$ cat config.mk
export PLATFORM = sky130hd
export DESIGN_NAME = bcd_field_editor
export DESIGN_NICKNAME = d
export VERILOG_FILES = /design/src/rtl/bcd_edit_pkg.sv /design/src/rtl/bcd_step.sv /design/src/rtl/bcd_field_editor.sv
export SDC_FILE = /design/constraint.sdc
export NUM_CORES = 1
export LEC_CHECK = 0
export ABC_AREA = 1
export CAP_MARGIN = 15
export CORE_ASPECT_RATIO = 0.8
export CORE_UTILIZATION = 45
export CTS_CLUSTER_DIAMETER = 50
export CTS_CLUSTER_SIZE = 40
export DETAILED_ROUTE_END_ITERATION = 10
export GPL_TIMING_DRIVEN = 0
export PLACE_DENSITY = 0.76
export SKIP_CTS_REPAIR_TIMING = 1
export SYNTH_ARGS = -nofsm -noshare
export SYNTH_HDL_FRONTEND = slang
export SYNTH_SLANG_ARGS = --single-unit
$ cat constraint.sdc
create_clock -name clk -period 2.85 [get_ports clk]
set_input_delay 0.57 -clock clk [delete_from_list [all_inputs] [get_ports clk]]
set_output_delay 0.57 -clock clk [all_outputs]
set_load 0.01 [all_outputs]
$ cat src/rtl/bcd_edit_pkg.sv
// Shared types and BCD helpers for the field editor: FSM state encoding,
// BCD carry/borrow adjust constants and the field validity check.
package bcd_edit_pkg;

    typedef enum logic [1:0] {
        IDLE   = 2'd0,
        LOAD   = 2'd1,
        EDIT   = 2'd2,
        COMMIT = 2'd3
    } state_e;

    localparam logic [7:0] BCD_ADJ  = 8'h07;
    localparam logic [3:0] BCD_NINE = 4'h9;

    // A field is usable only if both digits are decimal and it lies inside its range.
    function automatic logic bcd_valid(input logic [7:0] v,
                                       input logic [7:0] lo,
                                       input logic [7:0] hi);
        return (v[7:4] <= BCD_NINE) && (v[3:0] <= BCD_NINE) && (v >= lo) && (v <= hi);
    endfunction

endpackage

$ cat src/rtl/bcd_step.sv
// Combinational one-step increment/decrement of a two-digit BCD field with
// per-field wrap limits; up and down together leave the value unchanged.
module bcd_step
    import bcd_edit_pkg::*;
(
    input  logic [7:0] value,
    input  logic [7:0] min,
    input  logic [7:0] max,
    input  logic       up,
    input  logic       down,
    output logic [7:0] next_value
);

    always_comb begin
        next_value = value;
        if (up && !down) begin
            if (value >= max)
                next_value = min;
            else if (value[3:0] == BCD_NINE)
                next_value = value + BCD_ADJ;   // x9 + 07 lands on (x+1)0
            else
                next_value = value + 8'h01;
        end else if (down && !up) begin
            if (value <= min)
                next_value = max;
            else if (value[3:0] == 4'h0)
                next_value = value - BCD_ADJ;   // x0 - 07 lands on (x-1)9
            else
                next_value = value - 8'h01;
        end
    end

endmodule

$ cat src/rtl/bcd_field_editor.sv
// User edit controller for packed two-digit BCD fields: snapshot, cursor, step, commit.
// Define FIELD_EDIT_REPEAT_EN to enable up/down auto-repeat while a step button is held.
module bcd_field_editor
    import bcd_edit_pkg::*;
#(
    parameter int                       NFIELDS       = 6,
    parameter logic [8*NFIELDS-1:0]     FIELD_MIN     = {8'h00, 8'h00, 8'h00, 8'h00, 8'h01, 8'h01},
    parameter logic [8*NFIELDS-1:0]     FIELD_MAX     = {8'h59, 8'h59, 8'h23, 8'h99, 8'h12, 8'h31},
    parameter int                       REPEAT_DELAY  = 50_000_000,
    parameter int                       REPEAT_PERIOD = 10_000_000
) (
    input  logic                        clk,
    input  logic                        reset,
    input  logic                        btn_start,
    input  logic                        btn_commit,
    input  logic                        btn_cancel,
    input  logic                        btn_left,
    input  logic                        btn_right,
    input  logic                        btn_up,
    input  logic                        btn_down,
    input  logic [8*NFIELDS-1:0]        cur_vals_i,
    output logic [8*NFIELDS-1:0]        vals_o,
    output logic [$clog2(NFIELDS)-1:0]  cursor_o,
    output logic                        editing_o,
    output logic                        commit_o,
    output logic [1:0]                  dbg_state
);

    localparam int CW = $clog2(NFIELDS);

    if (NFIELDS < 2 || NFIELDS > 16 || REPEAT_PERIOD < 1 || REPEAT_DELAY < REPEAT_PERIOD) begin : g_bad_cfg
        $error("bcd_field_editor: unsupported parameter set");
    end

    state_e     state, next_state;
    logic [6:0] btn_q;
    logic [6:0] lvl, rise;
    logic       rise_start, rise_commit, rise_cancel, rise_left, rise_right, rise_up, rise_down;
    logic       nav, step_up, step_down, edit_active;
    logic [7:0] stepped;

    assign lvl = {btn_start, btn_commit, btn_cancel, btn_left, btn_right, btn_up, btn_down};
    assign rise = lvl & ~btn_q;
    assign {rise_start, rise_commit, rise_cancel, rise_left, rise_right, rise_up, rise_down} = rise;

    assign nav         = rise_left | rise_right;
    assign edit_active = (state == EDIT) && !rise_commit && !rise_cancel;
    assign dbg_state   = state;

`ifdef FIELD_EDIT_REPEAT_EN
    localparam int RW = $clog2(REPEAT_DELAY + 1);

    logic [RW-1:0] rep_cnt;
    logic          rep_fire;

    assign rep_fire  = (rep_cnt == RW'(REPEAT_DELAY));
    assign step_up   = rise_up   | (rep_fire & btn_up);
    assign step_down = rise_down | (rep_fire & btn_down);

    // Counter only arms on a fresh rise, so a button held on entry never repeats.
    always_ff @(posedge clk or posedge reset) begin
        if (reset)
            rep_cnt <= '0;
        else if (!edit_active || nav || !(btn_up ^ btn_down))
            rep_cnt <= '0;
        else if (rise_up || rise_down)
            rep_cnt <= RW'(1);
        else if (rep_fire)
            rep_cnt <= RW'(REPEAT_DELAY - REPEAT_PERIOD + 1);
        else if (rep_cnt != '0)
            rep_cnt <= rep_cnt + RW'(1);
    end
`else
    assign step_up   = rise_up;
    assign step_down = rise_down;
`endif

    bcd_step u_step (
        .value      (vals_o[8*cursor_o +: 8]),
        .min        (FIELD_MIN[8*cursor_o +: 8]),
        .max        (FIELD_MAX[8*cursor_o +: 8]),
        .up         (step_up),
        .down       (step_down),
        .next_value (stepped)
    );

    always_comb begin
        next_state = state;
        case (state)
            IDLE:    if (rise_start) next_state = LOAD;
            LOAD:    next_state = EDIT;
            EDIT: begin
                if (rise_commit)      next_state = COMMIT;
                else if (rise_cancel) next_state = IDLE;
            end
            COMMIT:  next_state = IDLE;
            default: next_state = IDLE;
        endcase
    end

    always_ff @(posedge clk or posedge reset) begin
        if (reset) begin
            state     <= IDLE;
            btn_q     <= '0;
            vals_o    <= '0;
            cursor_o  <= '0;
            editing_o <= 1'b0;
            commit_o  <= 1'b0;
        end else begin
            state     <= next_state;
            btn_q     <= lvl;
            editing_o <= (next_state == LOAD) || (next_state == EDIT);
            commit_o  <= (next_state == COMMIT);
            if (state == LOAD) begin
                cursor_o <= '0;
                for (int i = 0; i < NFIELDS; i++) begin
                    vals_o[8*i +: 8] <= bcd_valid(cur_vals_i[8*i +: 8], FIELD_MIN[8*i +: 8], FIELD_MAX[8*i +: 8])
                                        ? cur_vals_i[8*i +: 8] : FIELD_MIN[8*i +: 8];
                end
            end else if (edit_active) begin
                // A navigation rise swallows any step on the same cycle.
                if (nav) begin
                    if (rise_right && !rise_left)
                        cursor_o <= (cursor_o == CW'(NFIELDS - 1)) ? '0 : cursor_o + CW'(1);
                    else if (rise_left && !rise_right)
                        cursor_o <= (cursor_o == '0) ? CW'(NFIELDS - 1) : cursor_o - CW'(1);
                end else if (step_up || step_down) begin
                    vals_o[8*cursor_o +: 8] <= stepped;
                end
            end
        end
    end

endmodule

Word-level counts from Yosys, hierarchy flattened
Index checks and enable logic that the tools add are counted.
{ "classes": {"n_eq_ne": 9, "mux": 28, "bitwise": 3, "n_shift": 5, "n_addsub": 7, "order_cmp": 26, "reduce_logical": 41} }
{ "op_table": {"columns": ["op", "count"], "rows": [
  ["48-bit 2-to-1 mux", 4],
  ["8-bit 2-to-1 mux", 12],
  ["48-bit by 7-bit indexed part select with 8-bit output (first input constant)", 2],
  ["48-bit bitwise mux", 1],
  ["8-bit by 1-bit greater-or-equal comparator with 1-bit output (second input constant)", 6],
  ["4-bit less-or-equal comparator (second input constant)", 12],
  ["8-bit by 34-bit variable shift with 48-bit output (first input constant)", 1],
  ["48-bit by 7-bit indexed part select with 8-bit output", 1],
  ["8-bit by 34-bit indexed part select with 48-bit output", 1],
  ["6-bit negator with 34-bit output", 1],
  ["1-bit logical AND", 24],
  ["3-bit 2-to-1 mux", 7],
  ["8-bit by 6-bit less-or-equal comparator with 1-bit output (second input constant)", 2],
  ["8-bit by 7-bit less-or-equal comparator with 1-bit output (second input constant)", 2],
  ["8-bit by 1-bit adder with 8-bit output (second input constant)", 1],
  ["8-bit by 3-bit adder with 8-bit output (second input constant)", 1],
  ["2-bit equality test (second input constant)", 4],
  ["8-bit greater-or-equal comparator", 1],
  ["8-bit by 5-bit less-or-equal comparator with 1-bit output (second input constant)", 1],
  ["8-bit less-or-equal comparator", 1],
  ["8-bit less-or-equal comparator (second input constant)", 1],
  ["2-bit one-hot mux with 4 select lines", 1],
  ["8-bit by 1-bit subtractor with 8-bit output (second input constant)", 1],
  ["8-bit by 3-bit subtractor with 8-bit output (second input constant)", 1],
  ["other kinds (18)", 30]
]} }
{ "word_totals": {"elab_cells": 125, "input_bits": 57, "output_inout_bits": 55, "regBits": 62} }

Depth between registers and ports, before layout
Gate-level depths: netlist of the first run.
{ "depth": {"ltp_word": 12, "depth_mapped": 24, "ltp_nobuf": 23} }

Modules after synthesis
A second synthesis of the first run with hierarchy kept.
{ "hier_totals": {"cells_unflattened": 827, "area_unflattened_um2": 5316.3} }
{ "by_module_without_submodules": {"columns": ["mod", "instances", "cells_each", "area_each_um2"], "rows": [
  ["bcd_field_editor", 1, 615, 4154.0],
  ["bcd_step", 1, 212, 1162.4]
]} }

Worst setup path before layout of the first run
No wires, ideal clock.
{ "synth_timing": {"path_type": "reg-to-reg", "from": "register cursor_o[2]", "to": "register vals_o[27]", "stages_incl_launch_ff": 17, "arrival_ns": 2.842, "path_buffers": 1, "slack_ns": -0.065, "path_cell_list": "dfrtp_1 > buf_6 > inv_6 > nor2_4 > nand3_1 > nand3_2 > inv_2 > nor4_1 > ha_1 > a21oi_1 > nand2_2 > xor2_1 > o21ai_2 > nand2_1 > inv_2 > nand2_1 > a21oi_2"} }
{ "synth_via": {"elab_chain_cells": 12, "word_cells_on_any_way": 25} }
{ "synth_rtl": {"columns": ["element", "line", "rtl"], "rows": [
  ["start, declared", "bcd_field_editor.sv:23", "output logic [$clog2(NFIELDS)-1:0] cursor_o,"],
  ["start signal, assigned", "bcd_field_editor.sv:124", "cursor_o <= (cursor_o == CW'(NFIELDS - 1)) ? '0 : cursor_o + CW'(1);"],
  ["start signal, assigned", "bcd_field_editor.sv:126", "cursor_o <= (cursor_o == '0) ? CW'(NFIELDS - 1) : cursor_o - CW'(1);"],
  ["48-bit by 7-bit indexed part select with 8-bit output", "bcd_field_editor.sv:79", ".value (vals_o[8*cursor_o +: 8]),"],
  ["8-bit by 1-bit subtractor with 8-bit output (tied with other cells)", "bcd_step.sv:29", "next_value = value - 8'h01;"],
  ["8-bit 2-to-1 mux", "bcd_step.sv:26", "else if (value[3:0] == 4'h0)"],
  ["8-bit 2-to-1 mux", "bcd_step.sv:24", "if (value <= min)"],
  ["8-bit 2-to-1 mux", "bcd_step.sv:23", "end else if (down && !up) begin"],
  ["8-bit 2-to-1 mux", "bcd_step.sv:16", "if (up && !down) begin"],
  ["8-bit by 34-bit indexed part select with 48-bit output", "bcd_field_editor.sv:128", "vals_o[8*cursor_o +: 8] <= stepped;"],
  ["48-bit bitwise mux (*)", "bcd_field_editor.sv:128", null],
  ["48-bit 2-to-1 mux (*)", "bcd_field_editor.sv:127", "end else if (step_up || step_down) begin"],
  ["48-bit 2-to-1 mux (*)", "bcd_field_editor.sv:122", "if (nav) begin"],
  ["48-bit 2-to-1 mux (*)", "bcd_field_editor.sv:120", "end else if (edit_active) begin"],
  ["48-bit 2-to-1 mux (*)", "bcd_field_editor.sv:114", "if (state == LOAD) begin"],
  ["end signal, assigned by index", "bcd_field_editor.sv:117", "vals_o[8*i +: 8] <= bcd_valid(cur_vals_i[8*i +: 8], FIELD_MIN[8*i +: 8], FIELD_MAX[8*i +: 8])"],
  ["end signal, assigned by index", "bcd_field_editor.sv:128", null],
  ["end, declared", "bcd_field_editor.sv:22", "output logic [8*NFIELDS-1:0] vals_o,"]
]} }
Every way passes the cells marked *; elsewhere a longest branch is shown, timed or not. The select of a mux whose other input is x is not followed.
A chain may end at the register's enable or synchronous reset.

Worst setup path after layout of the first run
{ "layout_timing": {"from": "register cursor_o[0]", "to": "register vals_o[12]"} }
The elaborated chain is that of the path after synthesis.

==> results_dict.tcl, run 1 <==
set metrics [dict create \
    status "finished with violations" \
    violations "setup timing" \
    dp_hpwl_um 13540 \
    cp_cell_sequence "inv_4 -> buf_6 -> nand2_1 -> nand3_1 -> nand3_2 -> ha_1 -> nand2_4 -> nor2_2 -> a211oi_2 -> buf_4 -> nand3_4 -> o21ai_4 -> buf_4 -> nand3_2 -> a22oi_2" \
    setup_tns_ns -10.31 \
    vias_per_cell 5.875 \
    grt.overflow.total 0 \
    required_ns 3.10 \
    ys.warnings.count 0 \
    core_area_sq_mm 0.01036 \
    path_buf_inv 4 \
    postRouteAntennaNets 0 \
    synth_edf_count 0 \
    ys_seq_area_share_pct 31.95 \
    cts_num_sinks 62 \
    areaGrowthSynthToFinish_pct 56.48 \
    die_w_um 118.1 \
    synthTopCellsByArea "dfrtp_1 (32%), nand2_1 (10%), a21oi_1 (7.6%)" \
    route.vias.total 5940 \
    fin_crit_sh_pct 112.0 \
    wl_met3_um 2006 \
    synthesis.area_sq_mm 0.004856 \
    hold_path_class "flop to flop" \
    worstReg2RegStart "cursor_o[0]$_DFFE_PP0P_" \
    start_util_pct 46.86 \
    setup_viol 48 \
    globalplace.congestion 0.9537 \
    netlist_top_cells_count "nand2_1 (131), inv_1 (98), a21oi_1 (74)" \
    async_flop_share_pct 100.0 \
    critPathMaxStageDelay_ns 0.50 \
    drive_above_1_share_pct 29.39 \
    crit_path_start_kind "flop" \
    grt_start_max_net_pins 36 \
    multi_input_area_sq_mm 0.003353 \
    io_pins 112 \
    cp-end-kind "flop" \
    cp_data_arrival_time_ns 3.44 \
    cts-root-buf "clkbuf_16" \
    slew_viol_final 0 \
    path_max_fanout 10 \
    firstDrtPassIters 5 \
    wl_met1_um 8191 \
    drcViolationCount 0 \
    reg2reg_depth 15 \
    htreeDepth 3 \
    ys_ff_latch 62 \
    die_y_um 94.91 \
    yosysTopAreaCell "dfrtp_1" \
    grt_use_total_pct 31.66 \
    wl_per_cell_um 19.29 \
    crit_family "simple AND/OR/NAND/NOR gates" \
    drtIter0Drc 596 \
    clkSlewWorstSetupHoldPaths_ns 0.06 \
    yosysMostFrequentCell "nand2_1" \
    drv_cap 0 \
    min_path_cells 2 \
    seq_area_sq_mm 0.001554 \
    worstMarginPinSlew_ns 0.9921 \
    antenna_cells 0 \
    synth_nets 755 \
    fin_nets 942 \
    worst_slack_ns -0.3431 \
    holdCritStartpoint "vals_o[27]$_DFFE_PP0P_" \
    reg2reg_slack_ns -0.34 \
    clock_path_buffers 2 \
    yosys_most_used_dff "dfrtp_1" \
    wirelength_um 19500 \
    rsz0062_at_grt "yes" \
    grt_pass1_vias 5058 \
    synth_top_area_share_pct 31.95 \
    tritoncts "done" \
    worstSetupPathType "flop to flop" \
    relSlewSlack_pct 33.70 \
    worstSkewPairLatency_ns 0.34 \
    top_layer "met4" \
    fin_skew_ns 0.008376 \
    numCtsBuffers 9 \
    nFillCells 740 \
    met2_length_um 8507 \
    antenna_found_initial 0 \
    fmax_mhz 313.2 \
    grt_pass1_wl_um 27030 \
    rr_endpoint "vals_o[12]$_DFFE_PP0P_" \
    dieArea_sq_mm 0.01121 \
    avgSynthCellArea_sq_um 7.152 \
    worstHoldEndpoint "vals_o[27]$_DFFE_PP0P_" \
    min_period_ns 3.193 \
    synth_cells 679 \
    io_buffers 111 \
    critPathSlowestCell "dfrtp_2" \
    ys_types 45 \
    rows 33 \
    hold_viol 0 \
]
flip-flops by register name, summed over array words and instances (netlist names):
| name | flops |
|---|---|
| vals_o | 48 |
| btn_q | 7 |
| dbg_state | 2 |
| commit_o | 1 |
| editing_o | 1 |
| cursor_o | 3 |
how the worst max path moves through the flow:
stage / from / endpoint / slack (ns) / cells past startpoint
after floorplan: cursor_o[2]$_DFFE_PP0P_ / vals_o[27]$_DFFE_PP0P_ / 0.07 / 16
after global placement: cursor_o[1]$_DFFE_PP0P_ / vals_o[39]$_DFFE_PP0P_ / -0.47 / 18
after detailed placement: cursor_o[1]$_DFFE_PP0P_ / vals_o[45]$_DFFE_PP0P_ / -0.53 / 16
after CTS: cursor_o[0]$_DFFE_PP0P_ / vals_o[1]$_DFFE_PP0P_ / -0.58 / 15
after global routing: cursor_o[0]$_DFFE_PP0P_ / vals_o[28]$_DFFE_PP0P_ / -0.38 / 18
final: cursor_o[0]$_DFFE_PP0P_ / vals_o[12]$_DFFE_PP0P_ / -0.34 / 15
placed cells by master, fill, tap and decap left out, types with 6 or more instances in the layout:
cell and instances:
clkdlybuf4s50_1 111, nand2_1 108, inv_1 87, nor2_1 65, a21oi_1 61, dfrtp_1 60
buf_4 56, nand3_2 32, nand3_1 32, nand4_1 25, nand2_2 19, a21oi_2 18
o21ai_0 17, inv_2 13, nand2_4 13, a22oi_2 12, ha_1 12, clkbuf_16 10
nor2_4 9, nor2_2 9, nand3_4 8, buf_6 7, inv_4 6, ha_4 6
cell type report:
class                   count  area share [%]
multi-input cells         497           44.13
repair buffers            176           21.67
flip-flops and latches     62           20.45
inverters                 107           5.582
clock buffers              10           3.013
well taps                 140           2.305
clock inverters             6           1.449
plain buffers              13           1.400
worst register-to-register path, delay by kind of cell (launching register included):
kind,cells,cell delay [ns]
AND/OR/NAND/NOR,7,0.78
AO/OA/AOI/OAI,3,0.76
buffers and inverters,4,0.64
flip-flops,1,0.50
adder cells (fa/ha/maj),1,0.43
cells by family after synthesis:
kind of cell	after synthesis	share of synthesized area (%)
and+or+nand+nor	335	34.86
AOI/OAI and AO/OA	139	17.14
buffers and inverters	121	10.46
DFF	62	31.95
adders and majority gates	19	5.050
xor gates and xnor gates	3	0.5412
stage by stage:
step	worst slack, ns	std cells	hold slack [ns]	cell area [sq um]	utilization (%)
after CTS	-0.5781	947	0.5603	6513	62.84
after detailed placement	-0.5344	931	0.5366	6173	59.57
after global routing	-0.3755	1011	0.5797	7599	73.32
after floorplan	0.06562	679	0.4877	4867	-
final	-0.3431	1011	0.5640	7599	73.32
after global placement	-0.4745	930	0.5077	6153	59.37
layer usage:
| metal | track usage (%) | vias up |
|---|---|---|
| li1 | - | 2655 |
| met1 | 44.03 | 2794 |
| met2 | 48.24 | 414 |
| met3 | 7.428 | 77 |
| met4 | 10.68 | 0 |
| met5 | 0 | - |
Power of run 1 is not shown: default switching activity piles up to over one toggle a cycle in this logic, so the estimate is an artifact.
==> inputs of run 2 (changes only) <==
--- a/config.mk
+++ b/config.mk
@@ -8,6 +8,7 @@
 export ABC_AREA = 1
 export CAP_MARGIN = 15
 export CORE_ASPECT_RATIO = 0.8
+export CORE_MARGIN = 5
 export CORE_UTILIZATION = 45
 export CTS_CLUSTER_DIAMETER = 50
 export CTS_CLUSTER_SIZE = 40
==> run 2 against run 1 <==
Net effect:
- the flow still finishes with violations (setup timing)
- via count is 4.3% lower
- highest routed layer unchanged
- largest cell class unchanged
- critical path depth is 4 higher
- core utilization shrank 0.62 points
==> results_dict.tcl, run 2 (synthesis results as in run 1) <==
set metrics [dict create \
    status "finished with violations" \
    wirelength_um 19100 \
    fin_nets 936 \
    worstReg2RegStart "cursor_o[0]$_DFFE_PP0P_" \
    drv_cap 0 \
    io_pins 112 \
    die_w_um 126.1 \
    fin_crit_sh_pct 105.5 \
    dpl_cell_area_sq_mm 0.006173 \
    fin_skew_ns 0.007278 \
    grt_start_max_net_pins 38 \
    rows 33 \
    path_max_fanout 11 \
    final_common_cell "clkdlybuf4s50_1" \
    dp_cells 931 \
    start_util_pct 46.67 \
    route.vias.total 5683 \
    stdcell_area_sq_mm 0.007565 \
    antenna_cells 0 \
    drcViolationCount 0 \
    grt.overflow.total 0 \
    antenna_found_initial 0 \
    drtIter0Drc 573 \
    cp_data_arrival_time_ns 3.27 \
    layout_common_cells "clkdlybuf4s50_1 (111), nand2_1 (109), inv_1 (91)" \
    tritoncts "done" \
    violations "setup timing" \
    grt_use_total_pct 27.37 \
    worst_slack_ns -0.1563 \
    fmax_mhz 332.6 \
    required_ns 3.11 \
    startpoint "cursor_o[0]$_DFFE_PP0P_" \
    largest-register "vals_o" \
    top_regs "vals_o: 48 flops, btn_q: 7 flops, cursor_o: 3 flops" \
    hold_path_class "flop to flop" \
    wl_per_cell_um 19.00 \
    grt_pass1_vias 5081 \
    relSlewSlack_pct 30.34 \
    clock_path_buffers 2 \
    largest_reg_flops 48 \
    areaGrowthSynthToFinish_pct 55.78 \
    worstMarginPinSlew_ns 1.042 \
    worstSetupPathType "flop to flop" \
    cts-root-buf "clkbuf_16" \
    min_period_ns 3.006 \
    rsz0062_at_grt "yes" \
    io_buffers 111 \
    vias_per_cell 5.655 \
    cp-end-kind "flop" \
    drive_above_1_share_pct 27.51 \
    fin_cells 1005 \
    holdCritStartpoint "btn_q[6]$_DFF_PP0_" \
    cts_num_sinks 62 \
    postRouteAntennaNets 0 \
    crit_path_start_kind "flop" \
    firstDrtPassIters 5 \
    setup_viol 36 \
    core_area_sq_mm 0.01041 \
    dieArea_sq_mm 0.01298 \
    worstSkewPairLatency_ns 0.34 \
    grt_pass1_wl_um 27630 \
    clkSlewWorstSetupHoldPaths_ns 0.05 \
    globalplace.congestion 0.9518 \
    dp_hpwl_um 14000 \
    slew_viol_final 0 \
    numCtsBuffers 9 \
    htreeDepth 3 \
    hold_viol 0 \
    die_y_um 102.9 \
]
==> run 2: changes by cell type in the layout (fill, tap and decap cells not counted), sizes merged <==
cell      change
buf           -5
inv           -1
bufinv        -2
clkinv        +3
clkbuf        +1
clkinvlp      -2
==> run 2: stage by stage <==
stage | setup WS [ns] | TNS [ns] | hold WS (ns) | utilization, %
2_1_floorplan | 0.06562 | 0 | 0.4877 | -
3_3_place_gp | -0.6644 | -45.94 | 0.5044 | 59.14
3_5_place_dp | -0.7156 | -25.39 | 0.5125 | 59.33
4_1_cts | -0.8241 | -26.91 | 0.5285 | 62.23
5_1_grt | -0.3047 | -9.443 | 0.5718 | 72.70
6_report | -0.1563 | -2.915 | 0.5309 | 72.70
==> run 2: path summary, 6_finish.rpt <==
check	endpoint	slack, ns	depth (start not counted)
max	vals_o[27]$_DFFE_PP0P_	-0.16	19
min	dbg_state[0]$_DFF_PP0_	0.53	3
max reg2reg	vals_o[27]$_DFFE_PP0P_	-0.16	19
min reg2reg	dbg_state[0]$_DFF_PP0_	0.53	3
max in group asynchronous	vals_o[32]$_DFFE_PP0P_	1.64	3
min in group asynchronous	vals_o[5]$_DFFE_PP0P_	0.61	2
==> run 2: per-layer routing <==
metal	vias to the layer above	GRT usage (%)	routed length (um)
li1	2659	-	-
met1	2649	39.44	8337
met2	331	41.19	8340
met3	44	6.163	1954
met4	0	8.491	464
met5	-	0	0
==> run 2: area by class of cell <==
class,count,area (sq um)
Buffer,13,102.6
Tap cell,140,175.2
Sequential cell,62,1554
Multi-Input combinational cell,497,3368
Fill cell,801,2840
Clock inverter,4,45.04
Timing Repair Buffer,170,1627
Inverter,107,436.7
Clock buffer,12,256.5
==> run 2: worst max-delay path, stage by stage (launching register included) <==
cell	delay (ns)
dfrtp_2	0.48
inv_4	0.08
buf_12	0.16
nand2_1	0.11
nand3_2	0.11
nand3_4	0.17
inv_6	0.07
nor4_4	0.23
buf_4	0.18
ha_1	0.25
nand2_1	0.09
inv_1	0.04
nand2_1	0.06
nand2_2	0.08
xor2_1	0.19
o21ai_4	0.21
nand2_1	0.10
inv_2	0.11
nand2_1	0.08
a21oi_2	0.13
Power of run 2 is left out for the same reason.
==> inputs of run 3 (changes only) <==
--- a/config.mk
+++ b/config.mk
@@ -16,6 +16,7 @@
 export GPL_TIMING_DRIVEN = 0
 export PLACE_DENSITY = 0.76
 export SKIP_CTS_REPAIR_TIMING = 1
+export SLEW_MARGIN = 20
 export SYNTH_ARGS = -nofsm -noshare
 export SYNTH_HDL_FRONTEND = slang
 export SYNTH_SLANG_ARGS = --single-unit
==> run 3 against run 2 <==
Net effect:
- the flow still finishes with violations (setup timing)
- worst setup slack got worse by 0.012 ns
- clock skew shrank 0.00067 ns
- sequential share of layout area fell by 0.46 points
- wire length grew 2.9%
- core utilization increased by 1.7 points
- via count grew 2.4%
- critical path depth stayed put
==> results_dict.tcl, run 3 (synthesis results as in run 1) <==
set metrics [dict create \
    drcViolationCount 0 \
    core_area_sq_mm 0.01041 \
    antenna_found_initial 0 \
    postRouteAntennaNets 0 \
    io_buffers 111 \
    cp_data_arrival_time_ns 3.27 \
    dp_hpwl_um 13880 \
    crit_path_start_kind "flop" \
    firstDrtPassIters 8 \
    worstSetupPathType "flop to flop" \
    htreeDepth 3 \
    layout_common_cells "clkdlybuf4s50_1 (111), nand2_1 (102), inv_1 (89)" \
    die_w_um 126.1 \
    tritoncts "done" \
    min_period_ns 3.018 \
    holdWs_ns 0.5142 \
    fin_nets 946 \
    top_regs "vals_o: 48 flops, btn_q: 7 flops, cursor_o: 3 flops" \
    violations "setup timing" \
    drv_cap 0 \
    worstSkewPairLatency_ns 0.34 \
    cts_num_sinks 62 \
    fin_crit_sh_pct 105.9 \
    fmax_mhz 331.3 \
    setup_viol 44 \
    clock_path_buffers 2 \
    drtIter0Drc 751 \
    start_util_pct 46.67 \
    cts-root-buf "clkbuf_16" \
    io_pins 112 \
    antenna_cells 0 \
    stdcell_area_sq_mm 0.007739 \
    required_ns 3.10 \
    largest-register "vals_o" \
    globalplace.congestion 0.9518 \
    critPathSlowestCell "dfrtp_1" \
    hold_path_class "primary input to async pin" \
    relSlewSlack_pct 44.18 \
    dpl_cell_area_sq_mm 0.006183 \
    grt_pass1_vias 5139 \
    wl_per_cell_um 19.35 \
    areaGrowthSynthToFinish_pct 59.37 \
    grt.overflow.total 0 \
    slew_viol_final 0 \
    largest_reg_flops 48 \
    cp_cell_sequence "buf_6 -> clkinv_8 -> nor2_4 -> buf_12 -> buf_6 -> o211ai_1 -> buf_4 -> nand2_8 -> nor4_4 -> buf_6 -> ha_4 -> a21o_1 -> nand2_2 -> inv_2 -> nand2_2 -> nand2_2 -> o21ai_4 -> nand3_1 -> a22oi_1" \
    worstMarginPinSlew_ns 0.8296 \
    final_common_cell "clkdlybuf4s50_1" \
    rsz0062_at_grt "yes" \
    numCtsBuffers 9 \
    fin_skew_ns 0.006610 \
    dieArea_sq_mm 0.01298 \
    cp-end-kind "flop" \
    hold_viol 0 \
    grt_use_total_pct 27.23 \
    die_y_um 102.9 \
    grt_pass1_wl_um 27600 \
    status "finished with violations" \
    setup_tns_ns -3.790 \
    vias_per_cell 5.731 \
    clkSlewWorstSetupHoldPaths_ns 0.05 \
    drive_above_1_share_pct 29.60 \
    path_max_fanout 7 \
    wirelength_um 19640 \
    route.vias.total 5817 \
    critPathMaxStageDelay_ns 0.38 \
    worst_slack_ns -0.1683 \
    rows 33 \
    grt_start_max_net_pins 48 \
]
## run 3: worst paths after layout
path                                               from                      to  slack [ns]  depth (start not counted)
worst max-delay path            cursor_o[2]$_DFFE_PP0P_  vals_o[28]$_DFFE_PP0P_       -0.17                         19
worst min-delay path                              reset      commit_o$_DFF_PP0_        0.51                          2
worst max register to register  cursor_o[2]$_DFFE_PP0P_  vals_o[28]$_DFFE_PP0P_       -0.17                         19
worst min register to register       btn_q[6]$_DFF_PP0_  dbg_state[0]$_DFF_PP0_        0.52                          3
max in group asynchronous                         reset  vals_o[24]$_DFFE_PP0P_        1.84                          3
min in group clk                     btn_q[6]$_DFF_PP0_  dbg_state[0]$_DFF_PP0_        0.52                          3
## run 3: per-stage QoR
step / std cells / worst slack, ns / utilization (%)
floorplan: 679 / 0.06562 / -
global placement: 930 / -0.6644 / 59.14
detailed placement: 931 / -0.6927 / 59.43
CTS: 947 / -0.7130 / 62.33
global route: 1015 / -0.2638 / 74.37
finish: 1015 / -0.1683 / 74.37
## run 3: area by class of cell
| class | instances | area (sq um) |
|---|---|---|
| buffer | 14 | 121.4 |
| timing repair buffer | 179 | 1709 |
| fill | 786 | 2666 |
| clock buffer | 12 | 256.5 |
| multi-input combinational | 497 | 3436 |
| tap | 140 | 175.2 |
| sequential | 62 | 1554 |
| inverter | 107 | 441.7 |
| clock inverter | 4 | 45.04 |
## run 3: worst max-delay path: cells and delay by family (launching register included)
kind	cells	cell delay, ns
AOI/OAI and AO/OA	4	0.71
buffers and inverters	7	0.87
DFF	1	0.38
and+or+nand+nor	7	0.73
adders and majority gates	1	0.23
## run 3: layer usage
layer | share of wire, % | track usage, %
met1 | 43 | 38.81
met2 | 44 | 41.40
met3 | 10 | 6.577
met4 | 2.8 | 7.997
met5 | 0 | 0
Power of run 3 is left out for the same reason.
==> RTL change 1 (settings of run 2) <==
Change the parameter `NFIELDS` from 6 to 7.
--- a/src/rtl/bcd_field_editor.sv
+++ b/src/rtl/bcd_field_editor.sv
@@ -4,5 +4,5 @@
     import bcd_edit_pkg::*;
 #(
-    parameter int                       NFIELDS       = 6,
+    parameter int                       NFIELDS       = 7,
     parameter logic [8*NFIELDS-1:0]     FIELD_MIN     = {8'h00, 8'h00, 8'h00, 8'h00, 8'h01, 8'h01},
     parameter logic [8*NFIELDS-1:0]     FIELD_MAX     = {8'h59, 8'h59, 8'h23, 8'h99, 8'h12, 8'h31},
Ports: changed (resized cur_vals_i and vals_o); port bits go from 112 to 128. No check against the original RTL was run, so the function may have changed too.
==> RTL change 1 against run 2 <==
  * The flow still finishes with violations (negative setup slack)
  * Critical endpoint is now vals_o[22]
  * Sequential cell count is 8 higher
  * Critical path type unchanged
  * Die area is 7.9% higher
  * Cell count is 8.4% higher
  * Count of clock-buffer cells in the layout is 1 lower
  * Setup slack worse by 0.29 ns
  * Design area is 4.3% higher
  * Sequential share of layout area is 1.7 points higher
  * Synthesized cell count is 13% higher
  * Synthesized area is 8.6% higher
  * Wire length is 8.5% higher
==> RTL change 1: results (changes against run 2) <==
* Layout Skew at 0.00832 ns (+0.00104 ns)
* Worst hold-check path type: reg -> reg
* CP max FO at 8 (-3)
* Worst Min Path Start: btn_q[6]
* Worst Setup SP: cursor_o[0]
* Hold Path Cell Cnt at 1 (-2)
* GRT Overall Usage at 0.272 (-0.00147)
* Sequential share of the synthesized area at 0.332 (+0.0126)
* DP Worst Slack at -0.572 ns (+0.144 ns)
* Rel. slew slack at 0.168 (-0.135)
* Crit-path leading delay family: simple AND/OR/NAND/NOR gates
* Share of cells above drive strength 1 at 0.216 (-0.0594)
* Detailed Route WL at 20,700 um (+8.5%)
* Hpwl dp at 14,200 um (+1.5%)
* FILL cells at 914 (+14%)
* Cells after DPL at 1,033 (+11%)
* Setup tns final at -17.90 ns (-14.98 ns)
* Port bufs at 119 (+7.2%)
* First-pass GRT wire length at 29,500 um (+6.6%)
* Status: complete, but fails checks
* Root buffer cell: clkbuf_16
* Slowest cell delay on critical path at 0.50 ns (+0.02 ns)
* Layout Nets at 1,023 (+9.3%)
* H-tree Lvls at 3 (unchanged)
* Failing checks: negative setup slack
* Top flop regs: vals_o x56, btn_q x7, cursor_o x3
* Yosys cell types at 49 (+8.9%)
* Number of global-route vias before repair at 5,533 (+8.9%)
* Worst vdd ir at between 0.6 and 0.7 mV
* Arrival @ worst endpoint at 3.56 ns (+0.29 ns)
* Syn_area_per_cell at 6.90 um2 (-3.6%)
* Top cells by area, synth: dfrtp_1 33%, nand2_1 13%, a21oi_1 7.1%, inv_1 7.0%, nand3_1 6.2%
* Commonest cells post-synth: 180 x nand2_1, 99 x inv_1, 78 x nor2_1
* WL per Instance at 19.0 um (+0.15%)
* Final setup viols at 56 (+56%)
* Final GP Congestion at 1.05 (+10%)
* Worst r2r dst: vals_o[22]
* Drt first-iter violations at 652 (+14%)
* Largest net degree at the start of global routing at 71 (+87%)
* Vias at 6,237 (+9.7%)
* R2r worst-path depth at 20 (+1)
* Worst setup margin at -0.445 ns (-0.289 ns)
-- RTL change 1: cell count changes after synthesis, moves of 8 or more --
cell     before  now
nand3_1      50   65
nand3_2      20    6
dfrtp_1      62   70
nand2_1     131  180
o21ai_1       1    9
nor2_1       70   78
-- RTL change 1: final cells by class --
class                   instances  area share
multi-input cells             566       0.448
flip-flops and latches         70       0.222
repair buffers                161       0.199
inverters                     112      0.0552
clock buffers                  11      0.0307
well taps                     148      0.0235
plain buffers                  17      0.0157
clock inverters                 4     0.00602
-- RTL change 1: metal layers --
metal / global-route usage / vias up / share of wire
met5: 0 / - / 0
met4: 0.0609 / 0 / 0.028
met3: 0.0598 / 62 / 0.12
met2: 0.386 / 420 / 0.42
met1: 0.420 / 2886 / 0.43
li1: - / 2869 / -
-- RTL change 1: per-stage QoR --
step            util  power [mW]  instance area, um2  hold slack (ns)
3_5_place_dp   0.586        8.38                6740            0.444
6_report       0.685        12.0                7890            0.466
3_3_place_gp   0.585        8.31                6740            0.442
2_1_floorplan      -        6.11                5360            0.430
4_1_cts        0.611        9.54                7030            0.464
5_1_grt        0.685        12.8                7890            0.492
-- RTL change 1: cells by family after synthesis --
| kind of cell | after synthesis | share of synthesized area |
|---|---|---|
| AO/OA/AOI/OAI | 142 | 0.154 |
| XOR/XNOR | 4 | 0.00664 |
| adder cells (fa/ha/maj) | 21 | 0.0512 |
| buffers and inverters | 130 | 0.100 |
| flip-flops | 70 | 0.332 |
| AND/OR/NAND/NOR | 398 | 0.356 |
-- RTL change 1: power breakdown --
part | switching [mW] | internal [mW]
registers | 0.328 | 1.35
logic | 5.54 | 3.69
clock network | 0.431 | 0.694
==> RTL change 2 (flow settings as in run 2) <==
Made on the original files. The output `editing_o` loses its register stage (`editing_o` becomes a continuous assignment).
--- a/src/rtl/bcd_field_editor.sv
+++ b/src/rtl/bcd_field_editor.sv
@@ -105,10 +105,8 @@
             vals_o    <= '0;
             cursor_o  <= '0;
-            editing_o <= 1'b0;
             commit_o  <= 1'b0;
         end else begin
             state     <= next_state;
             btn_q     <= lvl;
-            editing_o <= (next_state == LOAD) || (next_state == EDIT);
             commit_o  <= (next_state == COMMIT);
             if (state == LOAD) begin
@@ -132,4 +130,6 @@
     end
 
+    assign editing_o = (next_state == LOAD) || (next_state == EDIT);
+
 endmodule
 
Behaviour: not the same (Yosys sat finds a counterexample within 4 cycles, from zero or initial values and one cycle with reset high).
==> RTL change 2 against run 2 <==
  * The flow still finishes with violations (negative setup slack)
  * Sequential cell count fell by 1
  * Via count up 1.8%
  * Design area is 1.2% higher
  * Hold slack worse by 0.010 ns
  * Synthesized area is 0.44% lower
  * Wire length increased by 1.9%
  * Critical path depth decreased by 1
  * Setup slack worse by 0.068 ns
  * Die area down 0.40%
  * Highest routed layer unchanged
Power is not shown: default switching activity piles up to over one toggle a cycle in this logic, so the estimate is an artifact.
==> RTL change 2: results (changes against run 2) <==
* Status: complete, but fails checks
* Failing checks: negative setup slack
* Layout Skew at 0.00741 ns (+0.000136 ns)
* Hpwl dp at 14,200 um (+1.1%)
* GRT Overall Usage at 0.282 (+0.00793)
* Sequential share of the synthesized area at 0.316 (-0.00377)
* Vias at 5,786 (+1.8%)
* Number of global-route vias before repair at 5,168 (+1.7%)
* Final setup viols at 48 (+33%)
* Final GP Congestion at 0.913 (-4.1%)
* CP max-delay cell: dfrtp_1
* Largest net degree at the start of global routing at 33 (-13%)
* R2r worst-path depth at 18 (-1)
* Layout Nets at 949 (+1.4%)
* Non-Filler Instances at 1,017 (+1.2%)
* Slowest cell delay on critical path at 0.40 ns (-0.08 ns)
* Setup tns final at -5.97 ns (-3.06 ns)
* Rel. slew slack at 0.226 (-0.0771)
* Port bufs at 111 (unchanged)
* Share of cells above drive strength 1 at 0.295 (+0.0202)
* CP max FO at 6 (-5)
* FILL cells at 769 (-4.0%)
* WL per Instance at 19.1 um (+0.68%)
* First-pass GRT wire length at 28,200 um (+2.0%)
* Syn Nets at 757 (+0.26%)
* Arrival @ worst endpoint at 3.33 ns (+0.06 ns)
* Worst r2r dst: vals_o[36]
* Syn_area_per_cell at 7.10 um2 (-0.73%)
* Dominant synthesized flop cell: dfrtp_1
* Top cells by area, synth: dfrtp_1 32%, nand2_1 10%, inv_1 7.7%, a21oi_1 7.7%, nor2_1 5.5%
* Worst setup margin at -0.224 ns (-0.0677 ns)
* Cells after DPL at 933 (+0.21%)
* Worst Setup SP: cursor_o[2]
* Commonest cells post-synth: 132 x nand2_1, 99 x inv_1, 74 x a21oi_1
* N_diodes at 0 (unchanged)
[RTL change 2: changes by cell type in the layout (fill, tap and decap cells not counted), moves of 3 or more]
cell     change
a21oi_1      -7
a21oi_2      +6
a22oi_1      +3
a22oi_2      -3
buf_4       +11
inv_2        +5
nand2_1      -3
nand2_2      +3
nand3_1      +5
nand3_2      -6
[RTL change 2: kinds of logic (layout without fill, tap and decap cells)]
group                      after synthesis  in the layout  synth area share
adders and majority gates               19             19            0.0507
DFF                                     61             61             0.316
and+or+nand+nor                        338            339             0.353
buffers and inverters                  122            317             0.106
xor gates and xnor gates                 3              3           0.00544
AOI/OAI and AO/OA                      138            138             0.170
[RTL change 2: per-stage QoR]
stage	instance area (um2)	hold slack, ns
finish	7660	0.521
global route	7660	0.554
CTS	6450	0.518
detailed placement	6150	0.516
global placement	6130	0.508
floorplan	4850	0.488
[RTL change 2: routing by layer]
metal	part of all wire	wire length, um	GRT usage	vias to the layer above
li1	-	-	-	2673
met1	0.44	8610	0.405	2726
met2	0.42	8240	0.403	345
met3	0.11	2050	0.0953	42
met4	0.029	558	0.0816	0
met5	0	0	0	-
[RTL change 2: area by class of cell]
cell class | instances | area share
multi-input combinational | 499 | 0.442
timing repair buffer | 180 | 0.222
sequential | 61 | 0.200
inverter | 108 | 0.0569
clock buffer | 11 | 0.0330
tap | 140 | 0.0229
buffer | 14 | 0.0180
clock inverter | 4 | 0.00621
[RTL change 2: how the worst max path moves through the flow]
| stage | end | slack (ns) | depth (start not counted) |
|---|---|---|---|
| after floorplan | vals_o[27] | 0.07 | 16 |
| after global placement | vals_o[28] | -0.61 | 14 |
| after detailed placement | vals_o[5] | -0.69 | 15 |
| after CTS | vals_o[5] | -0.71 | 15 |
| after global routing | vals_o[38] | -0.30 | 20 |
| final | vals_o[36] | -0.22 | 18 |
